### config.mk
export PLATFORM = sky130hd
export DESIGN_NAME = aes_block_packer
export DESIGN_NICKNAME = d
export VERILOG_FILES = /design/src/rtl/aes_block_packer.sv
export SDC_FILE = /design/constraint.sdc
export NUM_CORES = 1
export LEC_CHECK = 0
export BUFFER_PORTS_ARGS = -buffer_cell sky130_fd_sc_hd__buf_2
export CAP_MARGIN = 40
export CORE_MARGIN = 2
export CORE_UTILIZATION = 57
export DETAILED_ROUTE_END_ITERATION = 8
export HOLD_SLACK_MARGIN = 0.1
export PLACE_DENSITY_LB_ADDON = 0.08
export SYNTH_ARGS = -nofsm -noshare
export SYNTH_HDL_FRONTEND = slang
export SYNTH_SLANG_ARGS = --single-unit
### constraint.sdc
create_clock -name clk_i -period 2.4 [get_ports clk_i]
set_input_delay 0.48 -clock clk_i [delete_from_list [all_inputs] [get_ports clk_i]]
set_output_delay 0.48 -clock clk_i [all_outputs]
set_load 0.03 [all_outputs]
### src/rtl/aes_block_packer.sv
// Packs the 32-bit HWPE input stream into 128-bit AES blocks.
// An assembly register and an output register let the next block stream in while the core is busy.
module aes_block_packer #(
    parameter int unsigned WORD_ORDER = 0,
    parameter int unsigned CNT_W      = 16
) (
    input  logic             clk_i,
    input  logic             rst_ni,
    input  logic             clear_i,
    input  logic [31:0]      in_data_i,
    input  logic [3:0]       in_strb_i,
    input  logic             in_valid_i,
    output logic             in_ready_o,
    output logic [127:0]     blk_data_o,
    output logic             blk_valid_o,
    input  logic             blk_ready_i,
    output logic [1:0]       word_cnt_o,
    output logic [CNT_W-1:0] blocks_o,
    output logic             strb_err_o,
    output logic             busy_o
);

    localparam int unsigned BYTES = 4;

    logic [1:0]       word_cnt_q, word_cnt_d;
    logic             asm_full_q, asm_full_d;
    logic [127:0]     asm_data_q, asm_data_d;
    logic [127:0]     blk_data_d;
    logic             blk_valid_d;
    logic [CNT_W-1:0] blocks_d;
    logic             strb_err_d;

    logic [31:0]      word_masked;
    logic [127:0]     asm_ins;
    logic [1:0]       slot_pos;
    logic [6:0]       slot_base;
    logic             accept, last_word, out_free, xfer;

    assign in_ready_o = !asm_full_q;
    assign word_cnt_o = word_cnt_q;
    assign busy_o     = (word_cnt_q != 2'd0) | asm_full_q | blk_valid_o;

    assign accept    = in_valid_i & in_ready_o;
    assign last_word = accept & (word_cnt_q == 2'd3);
    assign out_free  = !blk_valid_o | blk_ready_i;
    assign xfer      = blk_valid_o & blk_ready_i;

    // Zero every byte whose strobe is low.
    always_comb begin
        word_masked = '0;
        for (int b = 0; b < BYTES; b++) begin
            word_masked[8*b +: 8] = in_strb_i[b] ? in_data_i[8*b +: 8] : 8'h00;
        end
    end

    // Slot 0 lands in the top word for order 0, in the bottom word for order 1.
    assign slot_pos  = (WORD_ORDER == 0) ? ~word_cnt_q : word_cnt_q;
    assign slot_base = {slot_pos, 5'd0};

    always_comb begin
        asm_ins = asm_data_q;
        asm_ins[slot_base +: 32] = word_masked;
    end

    always_comb begin
        word_cnt_d  = word_cnt_q;
        asm_full_d  = asm_full_q;
        asm_data_d  = asm_data_q;
        blk_data_d  = blk_data_o;
        blk_valid_d = blk_valid_o;
        blocks_d    = blocks_o;
        strb_err_d  = strb_err_o;

        if (clear_i) begin
            word_cnt_d  = 2'd0;
            asm_full_d  = 1'b0;
            blk_valid_d = 1'b0;
            blocks_d    = '0;
            strb_err_d  = 1'b0;
        end else begin
            if (xfer) begin
                blocks_d    = blocks_o + CNT_W'(1);
                blk_valid_d = 1'b0;
            end
            if (accept) begin
                asm_data_d = asm_ins;
                word_cnt_d = word_cnt_q + 2'd1;
                if (in_strb_i != 4'hF) begin
                    strb_err_d = 1'b1;
                end
            end
            // A held block drains first; no word can be accepted while it is held.
            if (asm_full_q && out_free) begin
                blk_data_d  = asm_data_q;
                blk_valid_d = 1'b1;
                asm_full_d  = 1'b0;
            end else if (last_word && out_free) begin
                blk_data_d  = asm_ins;
                blk_valid_d = 1'b1;
            end else if (last_word) begin
                asm_full_d  = 1'b1;
            end
        end
    end

    always_ff @(posedge clk_i or negedge rst_ni) begin
        if (!rst_ni) begin
            word_cnt_q  <= 2'd0;
            asm_full_q  <= 1'b0;
            asm_data_q  <= '0;
            blk_data_o  <= '0;
            blk_valid_o <= 1'b0;
            blocks_o    <= '0;
            strb_err_o  <= 1'b0;
        end else begin
            word_cnt_q  <= word_cnt_d;
            asm_full_q  <= asm_full_d;
            asm_data_q  <= asm_data_d;
            blk_data_o  <= blk_data_d;
            blk_valid_o <= blk_valid_d;
            blocks_o    <= blocks_d;
            strb_err_o  <= strb_err_d;
        end
    end

endmodule

==> impl.org, run 1 <==
** Outcome
- Result of the run :: finished, final reports clean

** Min path
- The worst hold path belongs to the class in -> reg.

** Drt
- The first routing iteration left 987 violations.
- In the final routing, the length of wire on met1 measures 15.72 mm.
- Amount of wire on met3 after detailed routing :: 3.049 mm
- Number of nets still failing antenna checks after routing :: 0
- Dividing the detail-routed wire length by the instance count gives 20.30 um.
- DRC violation count after routing :: 0
- Overall via count from detail_route :: 10,920
- Routed vias/inst :: 6.276
- Wire length after detailed routing :: 35.32 mm
- First-pass detailed-route iteration total :: 5
- Detail Route met2 WL :: 15.84 mm
- Uppermost metal layer occupied by signal nets :: met4

** Clocking
- Number of clock buffers inserted by TritonCTS :: 29
- The tree built by TritonCTS fans out to 277 sinks.
- Post-CTS repair changed the size of 0 cells.
- TritonCTS built the clock tree.
- Clock network latency to the later pin of the worst-skew pair :: 0.54 ns
- Clock input transition at the sequential cells of the worst setup and hold paths :: 0.06 ns
- Clock tree synthesis selected as its root buffer the cell sky130_fd_sc_hd__clkbuf_16.
- Maximum count of clock buffers along a single path :: 3
- Max H-tree Level :: 1

** Floorplanning
- Die Outline Area :: 0.02366 mm2
- Die Span Y :: 153.8 um
- The region available for standard cell placement spans 0.02196 mm2.
- IO Count :: 191
- The floorplan has 54 rows.
- The die is 153.8 um wide.
- Starting density of the core :: 58.26%

** Final layout
- Fill cells in the final layout number 1,733.
- Leaving out filler cells and counting taps, the final layout contains 1,740.
- In the final layout, the multi-input gates occupy 0.004867 mm2.
- Area growth from synthesis to layout :: 17.10%
- Number of nets in the layout :: 1,488
- Register area :: 0.006935 mm2
- Diodes inserted :: 0
- Post-route cell area :: 0.01498 mm2
- Layout cells sized above 1 :: 18.97%

** Worst setup path
- In this run the worst path has a maximum fanout of 40.
- The worst setup path is captured at an output port.
- CP Data Required Time :: 1.92 ns
- STA classifies the critical path startpoint as a flip-flop.
- Data arrival time of the critical path :: 1.73 ns
- The worst setup path is of the reg -> out kind.

** Logic synthesis
- Ys async rst share :: 100.0%
- In this run, distinct cell masters in the synthesized netlist total 35.
- The synthesized design contains 0 enable-type register cells.
- Sorting the synthesized cells by how often they occur yields 277 x sky130_fd_sc_hd__dfrtp_1, 141 x sky130_fd_sc_hd__nand2_1, 137 x sky130_fd_sc_hd__a21oi_1, 137 x sky130_fd_sc_hd__inv_1, 97 x sky130_fd_sc_hd__a22o_1.
- The share of synthesized area in the top cell type comes to 54.19%.
- After synthesis, the mean cell area works out to 9.795 um2.
- Sorting the synthesized cells by area gives the leading types as sky130_fd_sc_hd__dfrtp_1 54%, sky130_fd_sc_hd__a22o_1 6.6%, sky130_fd_sc_hd__o221ai_1 6.6%.
- In this run, synthesis produced a sequential element count of 277.
- Mapped Area :: 0.01279 mm2
- Cell type contributing the most total cell area after synthesis :: sky130_fd_sc_hd__dfrtp_1
- Post-Synthesis Cells :: 1,306
- Mapped Nets :: 1,353
- In the synthesized netlist the dominant register cell turns out to be sky130_fd_sc_hd__dfrtp_1.
- Register area share after synthesis :: 54.19%
- For this run, the number of Yosys warnings is 0.
- By instance count, the leading cell after synthesis is sky130_fd_sc_hd__dfrtp_1.

** STA
- Headroom to the max-slew limit came out at 57.67%.
- Setup repair after global routing missed its margin :: no
- Worst-margin pin slew :: 0.6349 ns
- Clk_skew :: 0.005842 ns
- Post-Route Hold Slack :: 0.2888 ns
- For this run, the top clock speed supported by timing is 451.8 MHz.
- Final critical delay including setup and external delays :: 2.213 ns
- Setup violations remaining at the end of the flow were counted as 0.
- Final worst path period share :: 92.22%
- Final setup TNS :: 0 ns
- The number of max-slew violations in the final report came to 0.
- The final number of hold-violating endpoints is 0.

** Pwr
- IR analysis of the VDD net gives a maximum drop of 0.7041 mV.
- Power density over the cells :: 807.8 mW/mm2
- Leak :: 7.645 nW
- Total power for the finished layout comes to 12.10 mW.

** Place
- The HPWL after detailed placement is 22.33 mm.
- Once placement finished, the instance area stood at 0.01401 mm2.
- Global placer's final weighted congestion :: 0.8383
- The count of buffers added on input and output ports is 190.
- After detailed placement, the design holds a cell count of 1,689.

** Global routing
- Maximum number of pins on one net before global-route repair :: 117
- Initial antenna violation count :: 0
- Number of global-route vias before repair :: 10,350
- The total overflow left after global routing is 0.
- Global-route wire length before repair :: 56.48 mm
- Gr usage total :: 29.66%

** Flow run
- The tool flagged a number of max-cap violations equal to 0.
## critical path: stages (launching register included)
cell,delay [ns]
sky130_fd_sc_hd__dfrtp_4,0.48
sky130_fd_sc_hd__buf_4,0.43
sky130_fd_sc_hd__inv_1,0.07
sky130_fd_sc_hd__buf_2,0.19
## cell type report
type                            count  area share [%]
Inverter                          137           3.433
Timing Repair Buffer              224           9.054
Sequential cell                   277           46.30
Tap cell                          280           2.339
Clock buffer                       43           5.797
Multi-Input combinational cell    772           32.49
Clock inverter                      7          0.5847
## cells in the final DEF (no fill, tap or decap), types with 7 or more instances in the layout
cell and n:
sky130_fd_sc_hd__clkbuf_8 9, sky130_fd_sc_hd__a21o_1 33, sky130_fd_sc_hd__nor2_1 51, sky130_fd_sc_hd__dfrtp_1 276
sky130_fd_sc_hd__buf_4 22, sky130_fd_sc_hd__o221ai_1 96, sky130_fd_sc_hd__a22o_1 97, sky130_fd_sc_hd__buf_2 189
sky130_fd_sc_hd__a21oi_1 137, sky130_fd_sc_hd__nand2_1 140, sky130_fd_sc_hd__nand3_1 7, sky130_fd_sc_hd__clkbuf_16 29
sky130_fd_sc_hd__o21ai_0 96, sky130_fd_sc_hd__a32oi_1 32, sky130_fd_sc_hd__a221oi_1 32, sky130_fd_sc_hd__inv_1 137
sky130_fd_sc_hd__nand4_1 8, sky130_fd_sc_hd__buf_12 11
## what timing repair did
| item | 4_1_cts | 5_1_grt |
|---|---|---|
| hold buffers | 1 | 0 |
| buffers inserted | 0 | 0 |
| endpoints found under the hold margin | 28 | 0 |
## power breakdown
part	internal (mW)	switching (mW)
combinational	0.666	1.40
sequential	5.18	0.331
clock	2.69	1.83
total	8.54	3.56
## kinds of logic after synthesis
kind of cell | Yosys count | synth area share, %
flops | 277 | 54.19
simple gates | 227 | 7.522
xor+xnor | 11 | 0.7531
compound gates | 528 | 28.98
fa+ha+maj | 6 | 0.5868
buf+inv | 257 | 7.971
## layer usage
layer / GRT usage [%] / up-vias
met1: 44.94 / 5396
li1: - / 4994
met2: 44.70 / 470
met4: 6.409 / 0
met3: 6.032 / 60
met5: 0 / -
## path summary, 6_finish.rpt
path / from / end / slack, ns / cells after the start
min in group asynchronous: rst_ni / blk_data_o[91] / 0.40 / 2
max reg2reg: word_cnt_o[1] / blk_data_o[23] / 0.27 / 7
max: asm_full_q / in_ready_o / 0.19 / 3
min: blk_ready_i / blocks_o[1] / 0.29 / 3
min reg2reg: blk_data_o[24] / blk_data_o[24] / 0.47 / 1
max in group asynchronous: rst_ni / asm_data_q[10] / 1.29 / 3
## sequential cells by signal, indices dropped and copies added (netlist names)
signal,cells
asm_full_q,1
blk_data_o,128
asm_data_q,128
blk_valid_o,1
word_cnt_o,2
strb_err_o,1
blocks_o,16
## metrics by stage
stage,utilization (%),setup WS (ns)
floorplan,-,0.1920
global placement,63.82,0.3900
detailed placement,63.82,0.3570
CTS,68.22,0.1875
global route,68.22,0.1118
finish,68.22,0.1867
Power figures use the tool's default switching activity.
==> run 2, diff against run 1 <==
--- a/config.mk
+++ b/config.mk
@@ -7,11 +7,13 @@
 export LEC_CHECK = 0
 export BUFFER_PORTS_ARGS = -buffer_cell sky130_fd_sc_hd__buf_2
 export CAP_MARGIN = 40
-export CORE_MARGIN = 2
+export CORE_MARGIN = 5
 export CORE_UTILIZATION = 57
 export DETAILED_ROUTE_END_ITERATION = 8
+export GPL_TIMING_DRIVEN = 0
 export HOLD_SLACK_MARGIN = 0.1
 export PLACE_DENSITY_LB_ADDON = 0.08
+export SETUP_SLACK_MARGIN = 0.1
 export SYNTH_ARGS = -nofsm -noshare
 export SYNTH_HDL_FRONTEND = slang
 export SYNTH_SLANG_ARGS = --single-unit
==> run 2 against run 1 <==
  * Non-clock buffer count increased by 87
  * Cell count increased by 5.2%
  * Clock-buffer cell count increased by 4
  * Utilization increased by 1.9 points
  * Sequential share of layout area decreased by 1.3 points
  * Die area increased by 8.0%
  * Sequential power about the same
  * Hold slack got worse by 0.015 ns
  * Wire length increased by 7.4%
==> impl.org, run 2 (synthesis results as in run 1) <==
** Outcome
- Result of the run :: finished, final reports clean (unchanged)

** STA
- The number of max-slew violations in the final report came to 0 (unchanged).
- Highest Clock Rate :: 447.2 MHz (was 451.8 MHz)
- Setup repair after global routing missed its margin: no (unchanged).
- # setup viols final :: 0 (unchanged)
- Worst rel slew slack :: 50.40% (was 57.67%)
- The final number of hold-violating endpoints came to 0 (unchanged).
- The final worst slack was 0.1637 ns (was 0.1867 ns).
- Final worst path period share :: 93.18% (was 92.22%)
- Post-Route Hold Slack :: 0.2741 ns (was 0.2888 ns)
- Final critical delay including setup and external delays :: 2.236 ns (was 2.213 ns)
- The worst setup skew after layout was 0.02378 ns (was 0.005842 ns).
- The actual transition at the worst max-transition pin came to 0.7440 ns (was 0.6349 ns).

** Worst setup path
- The kind of critical path is reg -> reg (was reg -> out).
- The maximum fanout along the worst path is 10 (was 40).
- Capture point of the worst reg-to-reg path :: blk_data_o[27] (was blk_data_o[23])
- CP Data Required Time :: 2.88 ns (was 1.92 ns)
- The register-to-register setup slack came to 0.16 ns (was 0.27 ns).
- The critical-path cell with the highest stage delay was sky130_fd_sc_hd__dfrtp_2 (was sky130_fd_sc_hd__dfrtp_4).
- The endpoint class of the critical path is a flip-flop (was output port).
- The startpoint of the lowest-slack register-to-register path is word_cnt_o[1] (unchanged).
- Peak per-stage delay on the critical path :: 0.44 ns (was 0.48 ns)
- Element type at the critical path start :: flip-flop (unchanged)
- Cell breakdown of the critical path :: inv_2 -> ha_2 -> and4b_1 -> buf_2 -> buf_4 -> a32oi_1 -> a221oi_1 -> a21o_1 (was buf_4 -> inv_1 -> buf_2)
- Data arrival time of the critical path :: 2.72 ns (was 1.73 ns)
- The worst reg-to-reg path cell count is 8 (was 7).

** Clocking
- The largest buffer count on any clock path was 3 (unchanged).
- The CTS tree is built (unchanged).
- TritonCTS Sinks :: 277 (unchanged)
- Max H-tree Level :: 1 (unchanged)
- The clock tree root driver cell was sky130_fd_sc_hd__clkbuf_16 (unchanged).
- The clock-pin slew reported for the worst setup and hold paths after clock tree synthesis was 0.06 ns (about the same).
- The total CTS buffers was 30 (was 29).
- Clock network latency to the later pin of the worst-skew pair :: 0.56 ns (was 0.54 ns)

** Floorplanning
- The number of placement rows was 54 (unchanged).
- Die X :: 159.8 um (was 153.8 um)
- The overall die area came to 0.02554 mm2 (was 0.02366 mm2).
- CORE AREA :: 0.02196 mm2 (unchanged)
- IO Count :: 191 (unchanged)
- The initial core utilization is 58.26% (unchanged).
- The die height came to 159.8 um (was 153.8 um).

** Global routing
- Number of global-route vias before repair :: 11,210 (was 10,350)
- The global-route congestion overflow total is 0 (unchanged).
- Global-route wire length before repair :: 60.75 mm (was 56.48 mm)
- Initial antenna violation count :: 0 (unchanged)
- Gr usage total :: 28.89% (was 29.66%)
- The largest net degree at the start of global routing was 125 (was 117).

** Place
- Count of input and output buffers :: 186 (was 190)
- Detailed-placement wirelength estimate :: 26.93 mm (was 22.33 mm)
- The worst slack after detailed placement was -0.05038 ns (was 0.3570 ns).
- The routability-driven placement congestion ratio was 0.8400 (was 0.8383).
- Post-place instance area :: 0.01414 mm2 (was 0.01401 mm2)

** Drt
- DRC violation count after routing :: 0 (unchanged)
- The post-detailed-route wirelength per cell came to 20.71 um (was 20.30 um).
- The routed via count is 11,280 (was 10,920).
- The routed wire length is 37.93 mm (was 35.32 mm).
- The average vias per placed instance is 6.163 (was 6.276).
- The violation count after the first detailed-routing iteration is 785 (was 987).
- Number of nets still failing antenna checks after routing :: 0 (unchanged)
- The detailed-routing iteration count for the pre-antenna-repair pass was 7 (was 5).

** Final layout
- The commonest non-fill, non-tap cell in the layout is sky130_fd_sc_hd__dfrtp_1 (unchanged).
- Post-route cell area :: 0.01540 mm2 (was 0.01498 mm2)
- The area growth from synthesis to final layout was 20.42% (was 17.10%).
- Top Registers :: asm_data_q: 128 flops, blk_data_o: 128 flops, blocks_o: 16 flops (unchanged)
- The total number of nets in the final design was 1,576 (was 1,488).
- Commonest cells after routing, fill and taps aside: 275 x sky130_fd_sc_hd__dfrtp_1, 224 x sky130_fd_sc_hd__buf_2, 140 x sky130_fd_sc_hd__nand2_1 (was 276 x sky130_fd_sc_hd__dfrtp_1, 189 x sky130_fd_sc_hd__buf_2, 140 x sky130_fd_sc_hd__nand2_1).
- The ratio of cells with drive above 1 in the final layout came to 21.02% (was 18.97%).
- The number of fill cells is 1,749 (was 1,733).
- Diodes inserted :: 0 (unchanged)

** Flow run
- The total of max-cap violations is 0 (unchanged).

** Min path
- The terminating pin of the worst hold path is blocks_o[1] (unchanged).
- The path category of the worst min-delay check is in -> reg (unchanged).
- HP Start :: blk_ready_i (unchanged)
- Depth of the worst hold-timing path :: 3 (unchanged)

** Pwr
- Peak supply drop :: 0.6933 mV (was 0.7041 mV)
- Total power :: 12.30 mW (was 12.10 mW)
- Leak :: 7.787 nW (was 7.645 nW)
- Power density over the cells :: 798.2 mW/mm2 (was 807.8 mW/mm2)
run 2: what timing repair did:
item,CTS,global route
setup buffers,1,1
cloned,0,0
endpoints found under the hold margin,31,0
pin swaps,1,0
setup endpoints to repair,92,102
hold buffers,1,0
gates resized for setup,26,38
run 2: how the worst max path moves through the flow:
stage	from	end	slack [ns]	depth (start not counted)
after global routing	word_cnt_o[1]	blk_data_o[27]	0.12	8
after floorplan	word_cnt_o[0]	blk_data_o[22]	0.19	8
final	word_cnt_o[1]	blk_data_o[27]	0.16	8
after CTS	asm_full_q	busy_o	0.10	6
after detailed placement	asm_full_q	busy_o	-0.05	6
after global placement	rst_ni	blk_data_o[9]	-4.24	1
run 2: report_power, final:
| group | switching, mW | internal (mW) | leakage, nW | total (mW) |
|---|---|---|---|---|
| Combinational | 1.45 | 0.690 | 3.61 | 2.14 |
| Sequential | 0.324 | 5.18 | 3.69 | 5.51 |
| Clock | 1.86 | 2.78 | 0.487 | 4.65 |
run 2: critical path: cells and delay by family (launching register included):
kind,cells,cell delay (ns)
compound gates,3,0.65
fa+ha+maj,1,0.31
buf+inv,3,0.47
flops,1,0.44
simple gates,1,0.30
run 2: layout make-up:
type	instances	area, um2	area share [%]
Clock buffer	47	905.9	5.880
Multi-Input combinational cell	772	5012	32.54
Sequential cell	277	6934	45.01
Timing Repair Buffer	191	1025	6.652
Buffer	120	575.6	3.736
Tap cell	280	350.3	2.274
Inverter	137	514.2	3.338
Clock inverter	7	87.58	0.5686
run 2: stage by stage:
| step | TNS (ns) | cells | utilization (%) |
|---|---|---|---|
| after CTS | 0 | 1830 | 69.41 |
| after global routing | 0 | 1831 | 70.15 |
| after floorplan | 0 | 1306 | - |
| final | 0 | 1831 | 70.15 |
| after detailed placement | -0.1309 | 1774 | 64.39 |
| after global placement | -1166.91 | 1772 | 64.09 |
run 2: routing by layer:
metal	global-route usage, %	up-vias	wire [um]
li1	-	5196	-
met1	41.30	5473	16250
met2	45.39	537	17340
met3	5.722	78	3262
met4	8.487	0	1072
met5	0	-	0
